--- src/rtl/ram_arbiter.sv ---
// ram_arbiter: two-port arbiter in front of a single-port synchronous RAM.
// Grants are combinational. Simultaneous requests are resolved round-robin,
// except that a port already on a run of two or more grants may continue
// until it has taken MAX_BURST grants in a row. Read data returns one cycle
// after the grant and is steered to the requesting port by a registered tag.
module ram_arbiter #(
    parameter int WIDTH     = 8,
    parameter int DEPTH     = 16,
    parameter int MAX_BURST = 4,
    localparam int ADDR     = $clog2(DEPTH)
) (
    input  logic             clk,
    input  logic             rst,
    input  logic             req_a,
    input  logic             req_b,
    input  logic             we_a,
    input  logic             we_b,
    input  logic [ADDR-1:0]  addr_a,
    input  logic [ADDR-1:0]  addr_b,
    input  logic [WIDTH-1:0] wdata_a,
    input  logic [WIDTH-1:0] wdata_b,
    output logic             gnt_a,
    output logic             gnt_b,
    output logic             rvalid_a,
    output logic             rvalid_b,
    output logic [WIDTH-1:0] rdata_a,
    output logic [WIDTH-1:0] rdata_b,
    output logic             ram_enable,
    output logic             ram_read_en,
    output logic [ADDR-1:0]  ram_address,
    output logic [WIDTH-1:0] ram_data_in,
    input  logic [WIDTH-1:0] ram_data_out
);

    localparam int BW = $clog2(MAX_BURST + 1);

    logic          r_last;       // 0 = A granted most recently, 1 = B
    logic [BW-1:0] r_burst;      // consecutive grants to r_last, saturating
    logic          r_tag_valid;  // a read was granted last cycle
    logic          r_tag_port;   // which port that read belongs to

    logic             w_tie;
    logic             w_hold;
    logic             w_sel_b;
    logic             w_any;
    logic             w_we_sel;
    logic [ADDR-1:0]  w_addr_sel;
    logic [WIDTH-1:0] w_wdata_sel;

    // Arbitration: a tie stays with the last winner only mid-burst
    // (run length 2..MAX_BURST-1); a run of one alternates.
    always_comb begin
        w_tie       = req_a & req_b;
        w_hold      = (r_burst > BW'(1)) && (r_burst < BW'(MAX_BURST));
        w_sel_b     = w_tie ? (w_hold ? r_last : ~r_last) : req_b;
        w_any       = ~rst & (req_a | req_b);
        gnt_a       = w_any & ~w_sel_b;
        gnt_b       = w_any & w_sel_b;
        w_we_sel    = w_sel_b ? we_b    : we_a;
        w_addr_sel  = w_sel_b ? addr_b  : addr_a;
        w_wdata_sel = w_sel_b ? wdata_b : wdata_a;
    end

    // RAM strobes follow the granted port; parked at read/zero when idle.
    always_comb begin
        ram_enable  = w_any;
        ram_read_en = w_any ? ~w_we_sel : 1'b1;
        ram_address = w_any ? w_addr_sel : '0;
        ram_data_in = w_any ? w_wdata_sel : '0;
    end

    // Read response steering; reset in the response cycle drops the data.
    always_comb begin
        rvalid_a = ~rst & r_tag_valid & ~r_tag_port;
        rvalid_b = ~rst & r_tag_valid & r_tag_port;
        rdata_a  = rvalid_a ? ram_data_out : '0;
        rdata_b  = rvalid_b ? ram_data_out : '0;
    end

    // Last-grant pointer, burst counter and response tag.
    always_ff @(posedge clk) begin
        if (rst) begin
            r_last      <= 1'b1;
            r_burst     <= '0;
            r_tag_valid <= 1'b0;
            r_tag_port  <= 1'b0;
        end else begin
            r_tag_valid <= w_any & ~w_we_sel;
            r_tag_port  <= w_sel_b;
            if (w_any) begin
                r_last <= w_sel_b;
                if (w_sel_b != r_last) begin
                    r_burst <= BW'(1);
                end else if (r_burst < BW'(MAX_BURST)) begin
                    r_burst <= r_burst + BW'(1);
                end
            end
        end
    end

endmodule

--- config.mk ---
export PLATFORM = sky130hd
export DESIGN_NAME = ram_arbiter
export DESIGN_NICKNAME = d
export VERILOG_FILES = /design/src/rtl/ram_arbiter.sv
export SDC_FILE = /design/constraint.sdc
export NUM_CORES = 1
export LEC_CHECK = 0
export ABC_AREA = 1
export BUFFER_PORTS_ARGS = -buffer_cell sky130_fd_sc_hd__clkbuf_2
export CORE_ASPECT_RATIO = 0.9
export CORE_UTILIZATION = 33
export CTS_CLUSTER_DIAMETER = 120
export CTS_CLUSTER_SIZE = 16
export DETAILED_ROUTE_END_ITERATION = 12
export GPL_TIMING_DRIVEN = 0
export HOLD_SLACK_MARGIN = 0.06
export MAX_ROUTING_LAYER = met4
export PLACE_DENSITY = 0.86
export SLEW_MARGIN = 20
export SYNTH_ARGS = -nofsm -noshare
export SYNTH_HDL_FRONTEND = slang
export SYNTH_SLANG_ARGS = --single-unit
--- constraint.sdc ---
create_clock -name clk -period 1.9 [get_ports clk]
set_clock_uncertainty 0.05 [all_clocks]
set_input_delay 0.285 -clock clk [delete_from_list [all_inputs] [get_ports clk]]
set_output_delay 0.285 -clock clk [all_outputs]
set_load 0.1 [all_outputs]
==> metrics.md, run 1 <==
| Metric | Value |
|---|---|
| Outcome | `aborted with a tool error` |
| Exit stage | `clock tree synthesis` |
| Err | `[ERROR DPL-0038] Utilization greater than 100%, impossible to legalize` |
| Largest area contributor in the synthesized netlist | `nand2_1` |
| Num CTS Buffers | `3` |
| Syn Nets | `around 160` |
| Largest family of logic cells by synthesized area | `simple AND/OR/NAND/NOR gates` |
| Syn Area/Cell | `about 5.3 µm²` |
| Clk buf depth | `2` |
| Post-synth EDFFs | `0` |
| Htree depth | `1` |
| Synth top area share | `25.4%` |
| Sequential area share after synthesis | `a little under a fifth` |
| Yosys cell types | `19` |
| Post-Place Worst Slack | `-0.516 ns` |
| Post-CTS Hold Buffers | `0` |
| Most frequent cells after synthesis | `nand2_1 (43), nor2_1 (24), inv_1 (17), dfxtp_1 (6)` |
| Post-synthesis mux area share | `0%` |
| Synth Area in XOR/XNOR | `under 10%` |
| IO Pins | `72` |
| Top-count cell post-synth | `nand2_1` |
| Top_reg_cell synth | `dfxtp_1` |
| FFs w/ async S/R, synth | `0%` |
| Synth Area in Compound Gates | `under 10%` |
| Synth top area cells | `nand2_1 (25%), dfxtp_1 (19%), nor2_1 (14%), inv_1 (10%), ha_1 (3.9%)` |
| Synth Area in Simple Gates | `52.5%` |
| Placement Rows | `14` |
| Clk root buf | `clkbuf_4` |
| Die X | `48.2 µm` |
| Synthesized instance count | `~120` |
| Die Ht | `roughly 44 µm` |
| Number of port buffers | `71` |
| Final HPWL DP | `between 2 and 2.5 mm` |
| Warnings, synthesis | `0` |
| Post-cts resize count | `64` |
| Post-Synth Adder-Cell Area | `between 3 and 4%` |
| Starting Density | `a little over a third` |
| Post-synthesis cell area | `634 µm²` |
| Clock Sinks | `6` |
| Synthesized flop and latch total | `6` |
| GPL Wtd Cong | `0.809` |
| Number of post-CTS setup repair buffers | `10` |
kinds of logic after synthesis:
group / after synthesis
AO/OA/AOI/OAI: 7
XOR/XNOR: 1
adder cells (fa/ha/maj): 2
buffers and inverters: 25
flip-flops: 6
AND/OR/NAND/NOR: 78
through the flow:
step	setup TNS, ns	area [µm²]	cells
after global placement	-6.13	1480	214
after floorplan	-7.51	1100	119
after detailed placement	-7.01	1480	214
==> run 2, diff against run 1 <==
==> config.mk (replaced) <==
export PLATFORM = sky130hd
export DESIGN_NAME = ram_arbiter
export DESIGN_NICKNAME = d
export VERILOG_FILES = /design/src/rtl/ram_arbiter.sv
export SDC_FILE = /design/constraint.sdc
export NUM_CORES = 1
export LEC_CHECK = 0
export ABC_AREA = 1
export BUFFER_PORTS_ARGS = -buffer_cell sky130_fd_sc_hd__clkbuf_2
export CORE_AREA = 2 2 63 65
export DETAILED_ROUTE_END_ITERATION = 12
export DIE_AREA = 0 0 65 67
export GPL_TIMING_DRIVEN = 0
export PLACE_DENSITY_LB_ADDON = 0.15
export SLEW_MARGIN = 20
export SYNTH_ARGS = -nofsm -noshare
export SYNTH_HDL_FRONTEND = slang
export SYNTH_SLANG_ARGS = --single-unit
==> run 2 against run 1 <==
Against the previous run: the flow now finishes, with violations (setup timing); area after synthesis stayed put; synthesized cell count unchanged.
==> metrics.md, run 2 <==
| Metric | Value |
|---|---|
| Worst-path clk slew | `~0.040 ns` |
| Clock latency on the worst-skew pair | `0.22 ns` |
| Sw power | `0.576 mW` |
| Hold path endpoint | `r_tag_valid$_SDFF_PP0_` |
| Worst setup margin | `-0.328 ns` |
| Syn Nets | `159 (unchanged)` |
| Most frequent cells in the layout | `clkbuf_2 (40), buf_4 (23), nand2_8 (18)` |
| DR vias/cell | `3.99` |
| Number of port buffers | `71 (unchanged)` |
| Max-Cap Viols | `0` |
| Total power per unit cell area | `approximately 540 mW/mm²` |
| Metal-1 WL | `approximately 1.1 mm` |
| Warnings, synthesis | `0 (unchanged)` |
| Setup tns final | `-4.66 ns` |
| Required @ worst endpoint | `1.56 ns` |
| Final #Nets | `253` |
| Starting Density | `17.6% (-19 points)` |
| Fin crit period | `roughly 2.2 ns` |
| Failing checks | `setup timing` |
| Htree depth | `1 (unchanged)` |
| Die X | `65 µm (+35%)` |
| Final worst-path cycle share | `117%` |
| Final Util | `59.6%` |
| Post-synthesis cell area | `634 µm² (unchanged)` |
| Placed Area | `0.00151 mm² (+2.0%)` |
| GPL Wtd Cong | `0.682 (-16%)` |
| Net Sw Frac | `between 40% and 50%` |
| Share of layout cells above drive strength 1 | `between 70% and 80%` |
| First-pass GRT wire length | `between 4 and 5 mm` |
| Synth top area cells | `nand2_1 (25%), dfxtp_1 (19%), nor2_1 (14%), inv_1 (10%), ha_1 (3.9%)` |
| Largest net degree at the start of global routing | `10` |
| RR Endpoint | `r_burst[1]$_SDFFE_PP0P_` |
| Num CTS Buffers | `3 (unchanged)` |
| Final HPWL DP | `2.00 mm (-6.6%)` |
| IO Pins | `72 (unchanged)` |
| Tot GR Track Use | `between 10 and 15%` |
| Post-Place Worst Slack | `-0.528 ns (-0.0122 ns)` |
| Slowest-stage cell, CP | `dfxtp_2` |
| Synthesized instance count | `119 (unchanged)` |
| Outcome | `finished with violations` |
| WHS | `0.291 ns` |
| Most flops, register | `r_burst` |
| Worst path cell trace | `inv_2, ha_4, nor2_4, nand2_1, nand2_1, nand3_2, nand2_4, inv_4, nand2_4, inv_2, buf_12, buf_12, buf_4, clkbuf_16` |
| Via count | `approximately 1000` |
| Die ar. | `about 0.0044 mm²` |
| Routed WL | `2.70 mm` |
| Top-count cell post-synth | `nand2_1` |
| FMAX | `449 MHz` |
| Placement Rows | `22 (+8)` |
| WS Path Type | `flop to output pin` |
| Hold crit path type | `input port to flop` |
| Drt pass-1 iters | `4` |
| Initial antenna violation count | `0` |
| Peak supply drop | `0.303 mV` |
| Clk buf depth | `2 (unchanged)` |
| Clock Sinks | `6 (unchanged)` |
| P_int | `0.588 mW` |
| Antenna diodes | `0` |
| R2r setup slk | `~0.15 ns` |
| Met2 wire len | `around 1.3 mm` |
| Core box area | `0.00361 mm²` |
| DRT antenna net count | `0` |
| TritonCTS clock tree | `yes` |
| FFs w/ async S/R, synth | `0% (unchanged)` |
| Final Hold Violating Endpoints | `0` |
| Crit end category | `output pin` |
| Max transition margin | `about 64%` |
| Syn Area/Cell | `5.33 µm² (unchanged)` |
| Critical Path Start | `r_burst[1]$_SDFFE_PP0P_` |
| Synth top area share | `25.4% (unchanged)` |
| Comb pwr share | `between 70 and 80%` |
| Non-filler cells, final | `between 200 and 300` |
| Largest area contributor in the synthesized netlist | `nand2_1` |
| Worst Hold Launch | `we_a` |
| Critical path launch point type | `flop` |
| Leak | `approximately 1.0 nW` |
| Vias in the first global route | `1057` |
| Top_reg_cell synth | `dfxtp_1` |
| Reg power frac | `between 10 and 15%` |
| R2R cell count | `13` |
| Highest metal layer with signal wires | `met3` |
| Design area | `around 0.0021 mm²` |
| Max reg flops | `3` |
| Most frequent cells after synthesis | `nand2_1 (43), nor2_1 (24), inv_1 (17), dfxtp_1 (6)` |
| Yosys cell types | `19 (unchanged)` |
| RR Startpoint | `r_burst[1]$_SDFFE_PP0P_` |
| # placed instances | `238 (+11%)` |
| Layout overhead on the synthesized area | `239%` |
| Clk pwr share | `roughly 17%` |
| Data arrival time of the worst path | `around 1.9 ns` |
| Post-synth EDFFs | `0 (unchanged)` |
| GRT overflow | `0` |
| Fin. max-slew vios | `0` |
| Most common cell after layout, fill and taps aside | `clkbuf_2` |
| DR iter-0 viols | `9` |
| Final setup vio count | `15` |
| Die Ht | `67 µm (+54%)` |
| Synthesized flop and latch total | `6 (unchanged)` |
| Worst-Margin Slew | `roughly 0.54 ns` |
| Hold path depth | `4` |
| WL met3 | `approximately 280 µm` |
| DRC violations left | `0` |
| RSZ-0062 raised after global routing | `yes` |
| Sequential area share after synthesis | `18.9% (unchanged)` |
| Total power | `1.16 mW` |
| Clk root buf | `clkbuf_8` |
| CP max stage delay | `about 0.33 ns` |
| Crit path max fanout | `6` |
| Routed len/inst | `between 10 and 15 µm` |
==> run 2: cell families (layout without fill, tap and decap cells) <==
kind of cell	Yosys count	in the layout	synth area share, %
AO/OA/AOI/OAI	7	7	5.72
XOR/XNOR	1	1	1.38
adder cells (fa/ha/maj)	2	2	3.94
buffers and inverters	25	117	17.6
flip-flops	6	6	18.9
AND/OR/NAND/NOR	78	78	52.5
==> run 2: layout make-up <==
class	count	area, µm²
repair buffers	89	866
inverters	23	92.6
well taps	48	60.1
clock buffers	3	41.3
plain buffers	2	40.0
flip-flops and latches	6	123
fillers	315	1460
multi-input cells	88	927
==> run 2: worst max-delay path by stage <==
stage                          end  slack (ns)  cells after the start
floorplan               rdata_a[0]       -0.75                      3
global placement    ram_data_in[0]       -0.49                     13
finish                       gnt_b       -0.33                     14
CTS                 ram_data_in[6]       -0.37                     13
global route        ram_data_in[1]       -0.43                     13
detailed placement  ram_data_in[4]       -0.53                     13
==> run 2: power groups by stage <==
stage / combinational, mW / clock (mW) / sequential, mW
after CTS: 0.806 / 0.200 / 0.149
after floorplan: 0.507 / 0 / 0.146
after global placement: 0.609 / 0 / 0.147
final: 0.819 / 0.196 / 0.149
after detailed placement: 0.617 / 0 / 0.148
after global routing: 0.857 / 0.203 / 0.150
==> run 2: critical path: cells and delay by family (launching register included) <==
family,cells,cell delay [ns]
fa+ha+maj,1,0.15
simple gates,6,0.43
flops,1,0.33
buf+inv,7,0.74
==> run 2: repair_timing <==
item | 4_1_cts | 5_1_grt
buffers inserted | 13 | 4
hold buffers | 0 | 0
gates cloned | 1 | 0
pin swaps | 13 | 3
gates resized for setup | 71 | 26
setup endpoints to repair | 32 | 27
==> run 2: per-layer routing <==
layer | up-vias | global-route usage [%]
li1 | 537 | -
met1 | 435 | 14.5
met2 | 61 | 23.5
met3 | 0 | 3.38
met4 | 0 | 3.99
met5 | - | 0
No activity file was read; power rests on OpenSTA's default activity.
==> run 3, diff against run 2 <==
--- a/config.mk
+++ b/config.mk
@@ -5,7 +5,7 @@
 export SDC_FILE = /design/constraint.sdc
 export NUM_CORES = 1
 export LEC_CHECK = 0
-export ABC_AREA = 1
+export ABC_AREA = 0
 export BUFFER_PORTS_ARGS = -buffer_cell sky130_fd_sc_hd__clkbuf_2
 export CORE_AREA = 2 2 63 65
 export DETAILED_ROUTE_END_ITERATION = 12
==> run 3 against run 2 <==
Against the previous run: the flow still finishes with violations (setup timing); non-clock buffer count is 9 lower; clock power hardly changed; power is 9.2% lower; sequential share of layout area is 1.7 points higher; sequential power is 5% higher.
==> metrics.md, run 3 <==
| Metric | Value |
|---|---|
| Total power | `1.06 mW (-9.2%)` |
| Final Hold Violating Endpoints | `0 (unchanged)` |
| Share of layout cells above drive strength 1 | `79.2% (+2.0 points)` |
| Routed WL | `2.39 mm (-12%)` |
| Max reg flops | `3 (unchanged)` |
| Antenna diodes | `0 (unchanged)` |
| Most flops, register | `r_burst` |
| Crit path max fanout | `10 (+4)` |
| FFs w/ async S/R, synth | `0% (unchanged)` |
| Sequential area share after synthesis | `18.6% (-0.33 points)` |
| Most common cell after layout, fill and taps aside | `clkbuf_2` |
| Die X | `65 µm (unchanged)` |
| Clock Sinks | `6 (unchanged)` |
| Synthesized instance count | `79 (-34%)` |
| Worst path cell trace | `inv_2, ha_4, nor2_4, a21oi_2, and4bb_4, buf_12, a22o_2, clkbuf_16` |
| Post-Place Worst Slack | `-0.395 ns (+0.134 ns)` |
| First-pass GRT wire length | `3.46 mm (-21%)` |
| Worst-path clk slew | `0.04 ns (about the same)` |
| Final setup vio count | `15 (unchanged)` |
| Fin crit period | `2.24 ns (+0.00904 ns)` |
| Worst setup margin | `-0.337 ns (-0.00904 ns)` |
| Max transition margin | `63.8% (-0.29 points)` |
| Top_reg_cell synth | `dfxtp_1` |
| Starting Density | `17.9% (+0.31 points)` |
| Failing checks | `setup timing` |
| Worst-Margin Slew | `0.545 ns (+0.00437 ns)` |
| Max-Cap Viols | `0 (unchanged)` |
| IO Pins | `72 (unchanged)` |
| CP bufs+invs | `3 (-4)` |
| Clk root buf | `clkbuf_8` |
| Warnings, synthesis | `0 (unchanged)` |
| DR vias/cell | `4.39 (+10%)` |
| DRC violations left | `0 (unchanged)` |
| CP max stage delay | `0.39 ns (+0.06 ns)` |
| Data arrival time of the worst path | `1.90 ns (about the same)` |
| Placed Area | `0.00119 mm² (-22%)` |
| Final #Nets | `201 (-21%)` |
| Most frequent cells after synthesis | `and2_1 (16), a22o_1 (14), dfxtp_1 (6), inv_1 (4), nand2b_1 (4)` |
| Placement Rows | `22 (unchanged)` |
| Required @ worst endpoint | `1.56 ns (about the same)` |
| Initial antenna violation count | `0 (unchanged)` |
| TritonCTS clock tree | `yes` |
| DR iter-0 viols | `7 (-2)` |
| Vias in the first global route | `837 (-21%)` |
| Die ar. | `0.00436 mm² (unchanged)` |
| Final worst-path cycle share | `118% (+0.48 points)` |
| Outcome | `finished with violations` |
| Routed len/inst | `11.5 µm (+11%)` |
| Final HPWL DP | `1.70 mm (-15%)` |
| Tot GR Track Use | `10.4% (-2.5 points)` |
| Core box area | `0.00361 mm² (unchanged)` |
| Peak supply drop | `0.284 mV (-6.3%)` |
| Num CTS Buffers | `3 (unchanged)` |
| Total power per unit cell area | `638 mW/mm² (+18%)` |
| Synth top area share | `19.0% (-6.5 points)` |
| Synthesized flop and latch total | `6 (unchanged)` |
| Drt pass-1 iters | `3 (-1)` |
| Design area | `0.00166 mm² (-23%)` |
| WS Path Type | `flop to output pin` |
| Yosys cell types | `31 (+12)` |
| Clk buf depth | `2 (unchanged)` |
| Syn Area/Cell | `8.17 µm² (+53%)` |
| Post-synth EDFFs | `0 (unchanged)` |
| FMAX | `447 MHz (-0.40%)` |
| Most frequent cells in the layout | `clkbuf_2 (39), clkbuf_16 (15), and2_4 (13), clkbuf_4 (13), a22o_2 (8)` |
| Non-filler cells, final | `207 (-20%)` |
| Top-count cell post-synth | `and2_1` |
| Clock latency on the worst-skew pair | `0.22 ns (about the same)` |
| Fin. max-slew vios | `0 (unchanged)` |
| Via count | `909 (-12%)` |
| Syn Nets | `119 (-25%)` |
| Setup tns final | `-4.45 ns (+0.213 ns)` |
| Critical path launch point type | `flop` |
| Post-synthesis cell area | `646 µm² (+1.8%)` |
| Leak | `0.808 nW (-22%)` |
| Largest net degree at the start of global routing | `11 (+1)` |
| Top delay family on crit path | `simple AND/OR/NAND/NOR gates` |
| Crit end category | `output pin` |
| DRT antenna net count | `0 (unchanged)` |
| Hold crit path type | `input port to flop` |
| GRT overflow | `0 (unchanged)` |
| RSZ-0062 raised after global routing | `yes` |
| GPL Wtd Cong | `0.797 (+17%)` |
| Number of port buffers | `70 (-1.4%)` |
| Largest area contributor in the synthesized netlist | `a22o_1` |
| Synth top area cells | `a22o_1 (19%), dfxtp_1 (19%), and2_1 (16%), ha_1 (3.9%), nand2b_1 (3.9%)` |
| Die Ht | `67 µm (unchanged)` |
| Layout overhead on the synthesized area | `157%` |
| Htree depth | `1 (unchanged)` |
| # placed instances | `197 (-17%)` |
| Slowest-stage cell, CP | `and4bb_4` |
==> run 3: logic make-up after synthesis <==
| logic type | count (synthesis) | synth area share (%) |
|---|---|---|
| simple gates | 36 | 37.8 |
| flops | 6 | 18.6 |
| compound gates | 26 | 32.8 |
| buf+inv | 9 | 6.98 |
| fa+ha+maj | 2 | 3.88 |
==> run 3: power breakdown <==
group	total [mW]	internal, mW	leakage (nW)	switching, mW
Sequential	0.157	0.140	0.0501	0.0163
Clock	0.194	0.136	0.0216	0.0576
Combinational	0.707	0.287	0.737	0.420
Total	1.06	0.563	0.808	0.494
==> run 3: worst register-to-register path: cells and delay by family (launching register included) <==
family / cells / cell delay [ns]
AOI/OAI and AO/OA: 1 / 0.21
adders and majority gates: 1 / 0.15
and+or+nand+nor: 3 / 0.50
DFF: 1 / 0.35
buffers and inverters: 2 / 0.18
==> run 3: repair_timing <==
| item | 4_1_cts | 5_1_grt |
|---|---|---|
| setup buffers | 5 | 2 |
| pin swaps | 2 | 7 |
| resized for setup | 53 | 21 |
| endpoints found under the setup margin | 23 | 23 |
| hold buffers | 0 | 0 |
| endpoints found under the hold margin | 0 | 0 |
==> run 3: per-layer routing <==
| metal | routed length (µm) | vias to the layer above | global-route usage (%) |
|---|---|---|---|
| li1 | - | 454 | - |
| met1 | 944 | 390 | 11.3 |
| met2 | 1120 | 61 | 17.9 |
| met3 | 277 | 4 | 3.38 |
| met4 | 43 | 0 | 5.59 |
| met5 | 0 | - | 0 |
==> run 3: path summary, 6_finish.rpt <==
kind / from / depth (start not counted) / end / slack, ns
worst min register to register: r_burst[1]$_SDFFE_PP0P_ / 2 / r_burst[1]$_SDFFE_PP0P_ / 0.46
worst max register to register: r_burst[1]$_SDFFE_PP0P_ / 7 / r_tag_valid$_SDFF_PP0_ / 0.35
worst min-delay path: we_a / 3 / r_tag_valid$_SDFF_PP0_ / 0.30
worst max-delay path: r_burst[1]$_SDFFE_PP0P_ / 8 / ram_data_in[0] / -0.34
==> run 3: cell type report <==
class | count | area (µm²)
Fill cell | 330 | 1950
Timing Repair Buffer | 77 | 744
Multi-Input combinational cell | 64 | 607
Sequential cell | 6 | 123
Buffer | 5 | 67.6
Tap cell | 48 | 60.1
Clock buffer | 3 | 41.3
Inverter | 4 | 15.0
==> run 3: per-stage QoR <==
step	utilization, %	hold WS, ns
global placement	32.9	0.450
global route	46.0	0.317
CTS	44.0	0.302
finish	46.0	0.304
floorplan	-	0.400
detailed placement	32.9	0.458
